$ cat src/rtl/quad_enc_gen.sv
// Quadrature A/B generator: steps a x4 position toward a commanded target,
// emitting one A/B edge per count with programmable sysclk spacing.
module quad_enc_gen #(
    parameter int unsigned           POS_WIDTH  = 24,
    parameter logic [POS_WIDTH-1:0]  RESET_POS  = {1'b1, {(POS_WIDTH-1){1'b0}}},
    parameter int unsigned           MIN_PERIOD = 4
) (
    input  logic                 sysclk,
    input  logic                 reset,
    input  logic                 enable,
    input  logic [15:0]          period,
    input  logic                 target_wen,
    input  logic [POS_WIDTH-1:0] target_in,
    input  logic                 set_pos,
    input  logic [POS_WIDTH-1:0] pos_init,
    output logic                 enc_a,
    output logic                 enc_b,
    output logic [POS_WIDTH-1:0] cur_pos,
    output logic                 dir,
    output logic                 busy
);

    typedef enum logic {
        ST_IDLE,
        ST_MOVE
    } state_t;

    state_t                 state_q;
    logic [15:0]            timer_q;
    logic [POS_WIDTH-1:0]   pos_q;
    logic [POS_WIDTH-1:0]   target_q;
    logic                   a_q;
    logic                   b_q;
    logic                   dir_q;
    logic                   busy_q;

    logic [15:0]            eff_period;
    logic                   timer_done;
    logic                   fwd;
    logic [POS_WIDTH-1:0]   pos_d;

    // Clamped edge spacing, step-due flag and direction/next position for a step.
    always_comb begin
        eff_period = (period < 16'(MIN_PERIOD)) ? 16'(MIN_PERIOD) : period;
        timer_done = (timer_q >= (eff_period - 16'd1));
        fwd        = (target_q > pos_q);
        pos_d      = fwd ? (pos_q + 1'b1) : (pos_q - 1'b1);
    end

    // Motion FSM; set_pos outranks enable, which outranks stepping.
    always_ff @(posedge sysclk or negedge reset) begin
        if (!reset) begin
            state_q  <= ST_IDLE;
            timer_q  <= '0;
            pos_q    <= RESET_POS;
            target_q <= RESET_POS;
            a_q      <= 1'b0;
            b_q      <= 1'b0;
            dir_q    <= 1'b1;
            busy_q   <= 1'b0;
        end else begin
            if (target_wen) begin
                target_q <= target_in;
            end

            if (set_pos) begin
                pos_q   <= pos_init;
                state_q <= ST_IDLE;
                busy_q  <= 1'b0;
                timer_q <= '0;
            end else if (!enable) begin
                state_q <= ST_IDLE;
                busy_q  <= 1'b0;
                timer_q <= '0;
            end else begin
                case (state_q)
                    ST_IDLE: begin
                        timer_q <= '0;
                        if (pos_q != target_q) begin
                            state_q <= ST_MOVE;
                            busy_q  <= 1'b1;
                        end
                    end
                    ST_MOVE: begin
                        if (timer_done) begin
                            timer_q <= '0;
                            if (target_q == pos_q) begin
                                // target rewritten onto the current position: stop without stepping
                                state_q <= ST_IDLE;
                                busy_q  <= 1'b0;
                            end else begin
                                dir_q <= fwd;
                                pos_q <= pos_d;
                                // forward 00->10->11->01, backward is the reverse
                                if (fwd) begin
                                    a_q <= ~b_q;
                                    b_q <= a_q;
                                end else begin
                                    a_q <= b_q;
                                    b_q <= ~a_q;
                                end
                                if (pos_d == target_q) begin
                                    state_q <= ST_IDLE;
                                    busy_q  <= 1'b0;
                                end
                            end
                        end else begin
                            timer_q <= timer_q + 16'd1;
                        end
                    end
                    default: begin
                        state_q <= ST_IDLE;
                        busy_q  <= 1'b0;
                        timer_q <= '0;
                    end
                endcase
            end
        end
    end

    assign enc_a   = a_q;
    assign enc_b   = b_q;
    assign cur_pos = pos_q;
    assign dir     = dir_q;
    assign busy    = busy_q;

endmodule

$ cat config.mk
export PLATFORM = sky130hd
export DESIGN_NAME = quad_enc_gen
export DESIGN_NICKNAME = d
export VERILOG_FILES = /design/src/rtl/quad_enc_gen.sv
export SDC_FILE = /design/constraint.sdc
export NUM_CORES = 1
export LEC_CHECK = 0
export ABC_AREA = 1
export CORE_MARGIN = 4
export CORE_UTILIZATION = 40
export CTS_CLUSTER_DIAMETER = 150
export DETAILED_ROUTE_END_ITERATION = 7
export PLACE_DENSITY_LB_ADDON = 0.3
export SKIP_LAST_GASP = 1
export SLEW_MARGIN = 40
export SYNTH_ARGS = -nofsm -noshare
export SYNTH_HDL_FRONTEND = slang
export SYNTH_SLANG_ARGS = --single-unit
export TNS_END_PERCENT = 5
$ cat constraint.sdc
create_clock -name sysclk -period 3.6 [get_ports sysclk]
set_input_delay 0.72 -clock sysclk [delete_from_list [all_inputs] [get_ports sysclk]]
set_output_delay 0.72 -clock sysclk [all_outputs]
set_load 0.01 [all_outputs]
==> out/metrics.csv, run 1 <==
stage,metric,value,unit
job,max_cap_viol_count,0,
hold_path,min_path_type,in2async,
routing,drt_pass1_iterations,5,
sta,rsz0062_at_grt,true,
synth,synth_edf_count,0,
sta,relSlewSlack,53.53,%
global_routing,grt_pass1_wl,33.77,mm
cts,cts_root_buffer,clkbuf_16,
synth,synthCells,931,
power_and_ir_drop,sw_frac_of_total,41.72,%
global_routing,grtUsageTotal,23.41,%
floorplan,ios,97,
place,gp_congestion,0.9157,
synth,ys_top_cells_by_area,"dfrtp_1 (26%), nand2_1 (18%), ha_1 (13%), inv_1 (8.4%), nand3_1 (5.1%)",
critical_path,cp_max_fo,8,
routing,ant_nets,0,
run_status,status,"finished, violations left",
place,dp.cells,1399,
synth,async_flop_share,100.0,%
synth,synth-compound-area-share,10.52,%
cts,cts_tree,built,
synth,synth.area.mux_share,0.7216,%
power_and_ir_drop,p_comb_share,62.2,%
power_and_ir_drop,p_leak,5.147,nW
synth,synth.top_cell.area_share,26.46,%
critical_path,endpoint_kind,register,
cells_and_area,syn_to_final_growth,68.99,%
routing,drc_errors,0,
cells_and_area,drive_above_1_share,37.56,%
cts,cts_sinks,69,
power_and_ir_drop,p_switching,0.001894,W
power_and_ir_drop,ir_worst_vdd,0.2913,mV
floorplan,die-area,0.01767,mm^2
global_routing,antenna_found_initial,0,
critical_path,ff2ff_setup_slack,-0.26,ns
cells_and_area,final_util,69.13,%
critical_path,cp_slowest_cell,dfrtp_1,
power_and_ir_drop,clkPwrFrac,18.8,%
sta,fin_setup_tns,-5.240,ns
floorplan,start_util,40.91,%
routing,wirelength,23.21,mm
critical_path,crit_top_cell,nand2_1,
synth,synth_top_family_by_area,simple AND/OR/NAND/NOR gates,
synth,netlist_area,0.006242,mm^2
cells_and_area,design_area,0.01055,mm^2
synth,ys.flop_type,dfrtp_1,
synth,synthXorXnorAreaFrac,3.568,%
power_and_ir_drop,p_int,0.002645,W
sta,tightest_slew,0.6970,ns
cells_and_area,antennaDiodeCount,0,
sta,setup_viol,45,
synth,syn-num-nets,1065,
sta,fin_ws,-0.2569,ns
routing,wire_per_inst,15.84,um
sta,slew_viol_final,0,
place,dp_slack,-0.7636,ns
synth,synth-simple-area-share,34.78,%
synth,ys_warn_count,0,
cts,insertion_delay,0.35,ns
global_routing,grt_overflow,0,
synth,synth.distinct_cells,40,
synth,yosysMostFrequentCell,nand2_1,
cells_and_area,final_cells,1465,
floorplan,die_width,132.9,um
place,hpwlAfterDp,14.77,mm
cts,htree_levels,3,
critical_path,path_buf_inv,3,
floorplan,core.rowCount,45,
critical_path,critPathMaxStageDelay,0.38,ns
critical_path,crit_arrival,4.09,ns
cells_and_area,nets,1383,
floorplan,die_h,132.9,um
synth,postSynthAreaPerCell,6.705,um^2
place,portBuffers,96,
routing,vias_per_cell,5.141,
sta,period_share,107.1,%
power_and_ir_drop,p_seq_share,19.0,%
routing,vias,7531,
sta,final-hold-violation-count,0,
cts,clk_path_buf_depth,2,
global_routing,grt_max_degree,70,
floorplan,core_area,0.01526,mm^2
critical_path,cp.required,3.83,ns
synth,synth_adder_area_share,13.15,%
routing,drtIter0Drc,516,
cells_and_area,fillCellCount,1122,
cts,path_clk_slew,0.06,ns
power_and_ir_drop,pwr_density_cell,430.3,mW/mm^2
cts,cts_buffers,9,
sta,layout_min_cycle_time,3.857,ns
critical_path,crit_family,simple AND/OR/NAND/NOR gates,
critical_path,worstSetupPathType,reg2reg,
synth,ys_seq_elements,69,
run_status,violations,negative setup slack,
synth,yosysTopAreaCell,dfrtp_1,
sta,skew,0.006040,ns
place,postPlaceCellArea,0.008781,mm^2
global_routing,grt_pass1_vias,7037,
sta,fmax,259.3,MHz
critical_path,cp-start-kind,register,
synth,ys_seq_area_share,27.72,%
synth,ys_top_cells_by_count,"nand2_1 (301), inv_1 (140), nor2_1 (78)",
## per-stage QoR
| stage | power (W) | hold slack (ns) |
|---|---|---|
| finish | 0.004539 | 0.3421 |
| global route | 0.004805 | 0.4419 |
| CTS | 0.004027 | 0.4158 |
| detailed placement | 0.002987 | 0.4843 |
| global placement | 0.002953 | 0.4774 |
| floorplan | 0.001998 | 0.4244 |
## layer usage
metal	part of all wire, %	up-vias	GRT usage [%]
met5	0	-	0
met4	4.0	0	9.584
li1	-	3667	-
met2	47	301	37.81
met1	42	3495	31.69
met3	6.7	68	2.928
## repair_timing
item | CTS | global route
endpoints found under the hold margin | 0 | 0
hold buffers | 0 | 0
pin swaps | 50 | 71
buffers inserted | 32 | 14
setup endpoints to repair | 45 | 45
gates resized for setup | 116 | 143
cloned | 2 | 4
## kinds of logic (layout without fill, tap and decap cells)
family          after synthesis  count (layout)
fa+ha+maj                    65              65
simple gates                504             504
buf+inv                     157             480
xor+xnor                     23              23
mux                           4               4
compound gates              109             109
flops                        69              69
## area by class of cell
cell class	instances	area (um^2)	share of cell area (%)
Sequential cell	69	1730	16.40
Clock buffer	10	239.0	2.265
Timing Repair Buffer	321	2826	26.79
Tap cell	211	264.0	2.503
Clock inverter	6	38.79	0.3677
Multi-Input combinational cell	705	4908	46.53
Inverter	143	541.8	5.136
## flip-flops by register name (all words and copies together), names as in the netlist
register,flops
state_q,1
enc_b,1
busy,1
target_q,24
cur_pos,24
enc_a,1
timer_q,16
dir,1
## path summary, 6_finish.rpt
path | from | endpoint | cells past startpoint
max in group asynchronous | reset | cur_pos[9]$_DFFE_PN0P_ | 1
max | cur_pos[9]$_DFFE_PN0P_ | busy$_DFFE_PN0P_ | 29
min reg2reg | dir$_DFFE_PN1P_ | dir$_DFFE_PN1P_ | 2
min | reset | cur_pos[10]$_DFFE_PN0P_ | 1
max reg2reg | cur_pos[9]$_DFFE_PN0P_ | busy$_DFFE_PN0P_ | 29
min in group sysclk | dir$_DFFE_PN1P_ | dir$_DFFE_PN1P_ | 2
## cells in the final DEF (no fill, tap or decap), types with 4 or more instances in the layout
cell / instances
nand2_1: 238
buf_4: 208
inv_1: 123
clkdlybuf4s50_1: 82
dfrtp_1: 66
nand2_2: 58
nor2_1: 47
nand3_1: 40
ha_1: 39
nor2_2: 31
o21ai_0: 27
ha_4: 25
a21oi_1: 24
nand3_2: 22
inv_2: 19
nand4_1: 15
a21oi_2: 14
o221ai_1: 14
xor2_1: 13
clkbuf_16: 12
nor2_4: 9
o21ai_1: 9
nand2_4: 9
dlygate4sd2_1: 9
nand3b_1: 7
xnor2_1: 6
nor3_2: 6
o211ai_1: 6
buf_6: 6
nor3_1: 5
buf_12: 5
o221ai_2: 4
mux2_2: 4
## worst register-to-register path: cells and delay by family, from the launching register on
family	cells	cell delay (ns)
DFF	1	0.38
and+or+nand+nor	24	2.32
buffers and inverters	3	0.42
adders and majority gates	2	0.62
## power by group through the flow
stage	logic, W	registers (W)	clock network, W
3_5_place_dp	0.00212	0.000871	0
2_1_floorplan	0.00111	0.000889	0
6_report	0.00282	0.000862	0.000852
3_3_place_gp	0.00208	0.000869	0
4_1_cts	0.00230	0.000860	0.000865
5_1_grt	0.00305	0.000867	0.000892
No activity file was read; power rests on OpenSTA's default activity.
==> inputs of run 2 (changes only) <==
--- a/config.mk
+++ b/config.mk
@@ -8,7 +8,7 @@
 export ABC_AREA = 1
 export CORE_MARGIN = 4
 export CORE_UTILIZATION = 40
-export CTS_CLUSTER_DIAMETER = 150
+export CTS_CLUSTER_SIZE = 16
 export DETAILED_ROUTE_END_ITERATION = 7
 export PLACE_DENSITY_LB_ADDON = 0.3
 export SKIP_LAST_GASP = 1
==> results of run 2 <==
The final DEF is identical to that of run 1; final timing and power are the same.
==> inputs of run 3 (changes only) <==
--- a/config.mk
+++ b/config.mk
@@ -7,7 +7,7 @@
 export LEC_CHECK = 0
 export ABC_AREA = 1
 export CORE_MARGIN = 4
-export CORE_UTILIZATION = 40
+export CORE_UTILIZATION = 56
 export CTS_CLUSTER_SIZE = 16
 export DETAILED_ROUTE_END_ITERATION = 7
 export PLACE_DENSITY_LB_ADDON = 0.3
==> constraint.sdc (replaced) <==
create_clock -name sysclk -period 4.1 [get_ports sysclk]
set_input_delay 0.82 -clock sysclk [delete_from_list [all_inputs] [get_ports sysclk]]
set_output_delay 0.82 -clock sysclk [all_outputs]
set_load 0.01 [all_outputs]
==> run 3 against run 2 <==
Compared with the run above:
- the flow still finishes with violations (negative setup slack)
- non-clock buffer count shrank 129
- via count shrank 4.3%
- total power shrank 29%
- critical path depth shrank 8
- register-to-register slack gained 0.47 ns
- first-iteration DRC count grew 15%
- die area shrank 27%
- largest cell class unchanged
- largest power group unchanged
==> out/metrics.csv, run 3 (synthesis gave the netlist of run 1 again) <==
stage,metric,value,unit,change
power_and_ir_drop,p_leak,4.399,nW,-15%
run_status,violations,negative setup slack,,
sta,skew,0.007588,ns,+0.001548 ns
critical_path,critPathLaunch,period[12],,
place,postPlaceCellArea,0.007895,mm^2,-10%
floorplan,die-area,0.01290,mm^2,-27%
sta,fin_ws,-0.06188,ns,+0.1950 ns
global_routing,top_usage_layer,met2,,
sta,slew_viol_final,0,,unchanged
floorplan,die_h,113.6,um,-15%
critical_path,endpoint_kind,register,,
place,hpwlAfterDp,14.25,mm,-3.5%
sta,final-hold-violation-count,0,,unchanged
sta,whs,0.3883,ns,+0.04613 ns
cts,cts_root_buffer,clkbuf_8,,
cts,cts_buffers,9,,unchanged
power_and_ir_drop,ir_worst_vdd,0.3938,mV,+35%
critical_path,ff2ff_setup_slack,0.21,ns,+0.47 ns
cells_and_area,final_cell_mix,"nand2_1 (284), inv_1 (130), clkdlybuf4s50_1 (87), buf_4 (87), dfrtp_1 (60)",,
power_and_ir_drop,p_total,0.003215,W,-29%
run_status,status,"finished, violations left",,
sta,layout_min_cycle_time,4.162,ns,
floorplan,core.rowCount,38,,-16%
global_routing,use_met2,47.82,%,+10 points
critical_path,worstSetupPathType,in2reg,,
floorplan,die_width,113.6,um,-15%
cells_and_area,antennaDiodeCount,0,,unchanged
critical_path,r2r-start,cur_pos[7]$_DFFE_PN0P_,,
critical_path,cp-start-kind,input port,,
global_routing,grt_util_met3,5.358,%,+2.4 points
cts,htree_levels,3,,unchanged
global_routing,grt_use_met1,37.34,%,+5.6 points
hold_path,min_path_type,in2async,,
critical_path,cp.required,4.34,ns,+0.51 ns
place,dp.cells,1226,,-12%
sta,fmax,240.3,MHz,
sta,tightest_slew,0.6522,ns,-0.04480 ns
sta,setup_viol,26,,-42%
cells_and_area,design_area,0.008889,mm^2,-16%
sta,period_share,101.5,%,
cells_and_area,final_common_cell,nand2_1,,
place,portBuffers,96,,unchanged
power_and_ir_drop,pwr_density_cell,361.7,mW/mm^2,-16%
routing,vias_per_cell,5.696,,+11%
sta,rsz0062_at_grt,true,,
critical_path,reg2reg_to,busy$_DFFE_PN0P_,,
global_routing,grt_pass1_wl,29.65,mm,-12%
critical_path,r2r_cells,27,,-6.9%
routing,ant_nets,0,,unchanged
routing,drc_errors,0,,unchanged
critical_path,endpoint,cur_pos[7]$_DFFE_PN0P_,,
routing,wire_per_inst,17.05,um,+7.6%
routing,drtIter0Drc,595,,+15%
routing,drt_pass1_iterations,8,,+3
cts,insertion_delay,0.38,ns,+0.03 ns
cts,cts_tree,built,,
cells_and_area,final_cells,1265,,-14%
sta,fin_setup_tns,-0.7814,ns,+4.459 ns
sta,relSlewSlack,56.12,%,+2.6 points
critical_path,crit_arrival,4.40,ns,+0.31 ns
global_routing,grtUsageTotal,28.65,%,+5.2 points
place,gp_congestion,0.9441,,+3.1%
cts,clk_path_buf_depth,2,,unchanged
floorplan,ios,97,,unchanged
cts,cts_sinks,69,,unchanged
routing,vias,7206,,-4.3%
critical_path,cp_max_fo,24,,+16
global_routing,grt_pass1_vias,6438,,-8.5%
cells_and_area,nets,1255,,-9.3%
global_routing,antenna_found_initial,0,,unchanged
floorplan,core_area,0.01089,mm^2,-29%
routing,wirelength,21.57,mm,-7.1%
cts,path_clk_slew,0.08,ns,+0.02 ns
global_routing,grt_max_degree,37,,-47%
job,max_cap_viol_count,0,,unchanged
cells_and_area,drive_above_1_share,21.96,%,-16 points
cells_and_area,syn_to_final_growth,42.39,%,
global_routing,grt_overflow,0,,unchanged
floorplan,start_util,57.33,%,+16 points
-- run 3: cell count changes in the layout (fill, tap and decap cells not counted), sizes merged --
cell           delta
buf             -130
dlygate4sd2       -9
dlymetal6s2s      +7
clkdlybuf4s50     +5
clkinv            -3
clkbuf            +1
clkdlybuf4s15     -1
nand2             +1
-- run 3: how the worst min path moves through the flow --
stage | startpoint | to | slack [ns] | cells past startpoint
4_1_cts | timer_q[0]$_DFF_PN0_ | timer_q[0]$_DFF_PN0_ | 0.50 | 1
6_report | reset | timer_q[3]$_DFF_PN0_ | 0.39 | 1
5_1_grt | reset | timer_q[3]$_DFF_PN0_ | 0.42 | 1
3_5_place_dp | timer_q[0]$_DFF_PN0_ | timer_q[0]$_DFF_PN0_ | 0.49 | 1
3_3_place_gp | dir$_DFFE_PN1P_ | dir$_DFFE_PN1P_ | 0.48 | 2
2_1_floorplan | timer_q[0]$_DFF_PN0_ | timer_q[0]$_DFF_PN0_ | 0.45 | 1
-- run 3: repair_timing --
item                                   in CTS  in global routing
pin swaps                                   6                 37
endpoints found under the hold margin       0                  0
setup endpoints to repair                  28                 45
gates cloned                                0                  3
hold buffers                                0                  0
buffers inserted                            2                 19
resized for setup                          15                127
-- run 3: where the power goes --
group / total, W / internal [W] / switching [W]
Clock: 0.000546 / 0.000265 / 0.000281
Combinational: 0.00189 / 0.000818 / 0.00108
Sequential: 0.000774 / 0.000728 / 0.0000465
Total: 0.00321 / 0.00181 / 0.00140
-- run 3: metal layers --
layer	routed length [um]	vias to the layer above
met5	0	-
met4	867	0
met3	1775	71
met2	10530	375
met1	8393	3351
li1	-	3409
-- run 3: worst max-delay path, stage by stage --
cell	delay, ns
clkdlybuf4s50_1	0.45
nor2_2	0.17
nand3_2	0.13
nor4_4	0.25
inv_2	0.10
nand2_2	0.09
ha_2	0.18
nand2_1	0.11
nor2_4	0.15
buf_6	0.13
nand3_1	0.12
xor2_2	0.18
ha_1	0.30
nand3_2	0.13
nor3_4	0.26
nand2_2	0.11
nand3_4	0.14
nand3_4	0.08
nand2_1	0.13
buf_12	0.20
o221ai_1	0.14
-- run 3: through the flow --
stage | worst slack (ns) | util (%)
6_report | -0.06188 | 81.64
5_1_grt | -0.2598 | 81.64
4_1_cts | -0.003839 | 74.84
3_5_place_dp | -0.5159 | 72.51
3_3_place_gp | -0.2308 | 72.56
2_1_floorplan | 0.1275 | -
-- run 3: final cells by class --
type,count,area (um^2)
multi-input combinational,706,4453
fill,699,1999
timing repair buffer,192,1800
sequential,69,1738
inverter,143,536.8
tap,140,175.2
clock buffer,12,165.2
clock inverter,3,20.02
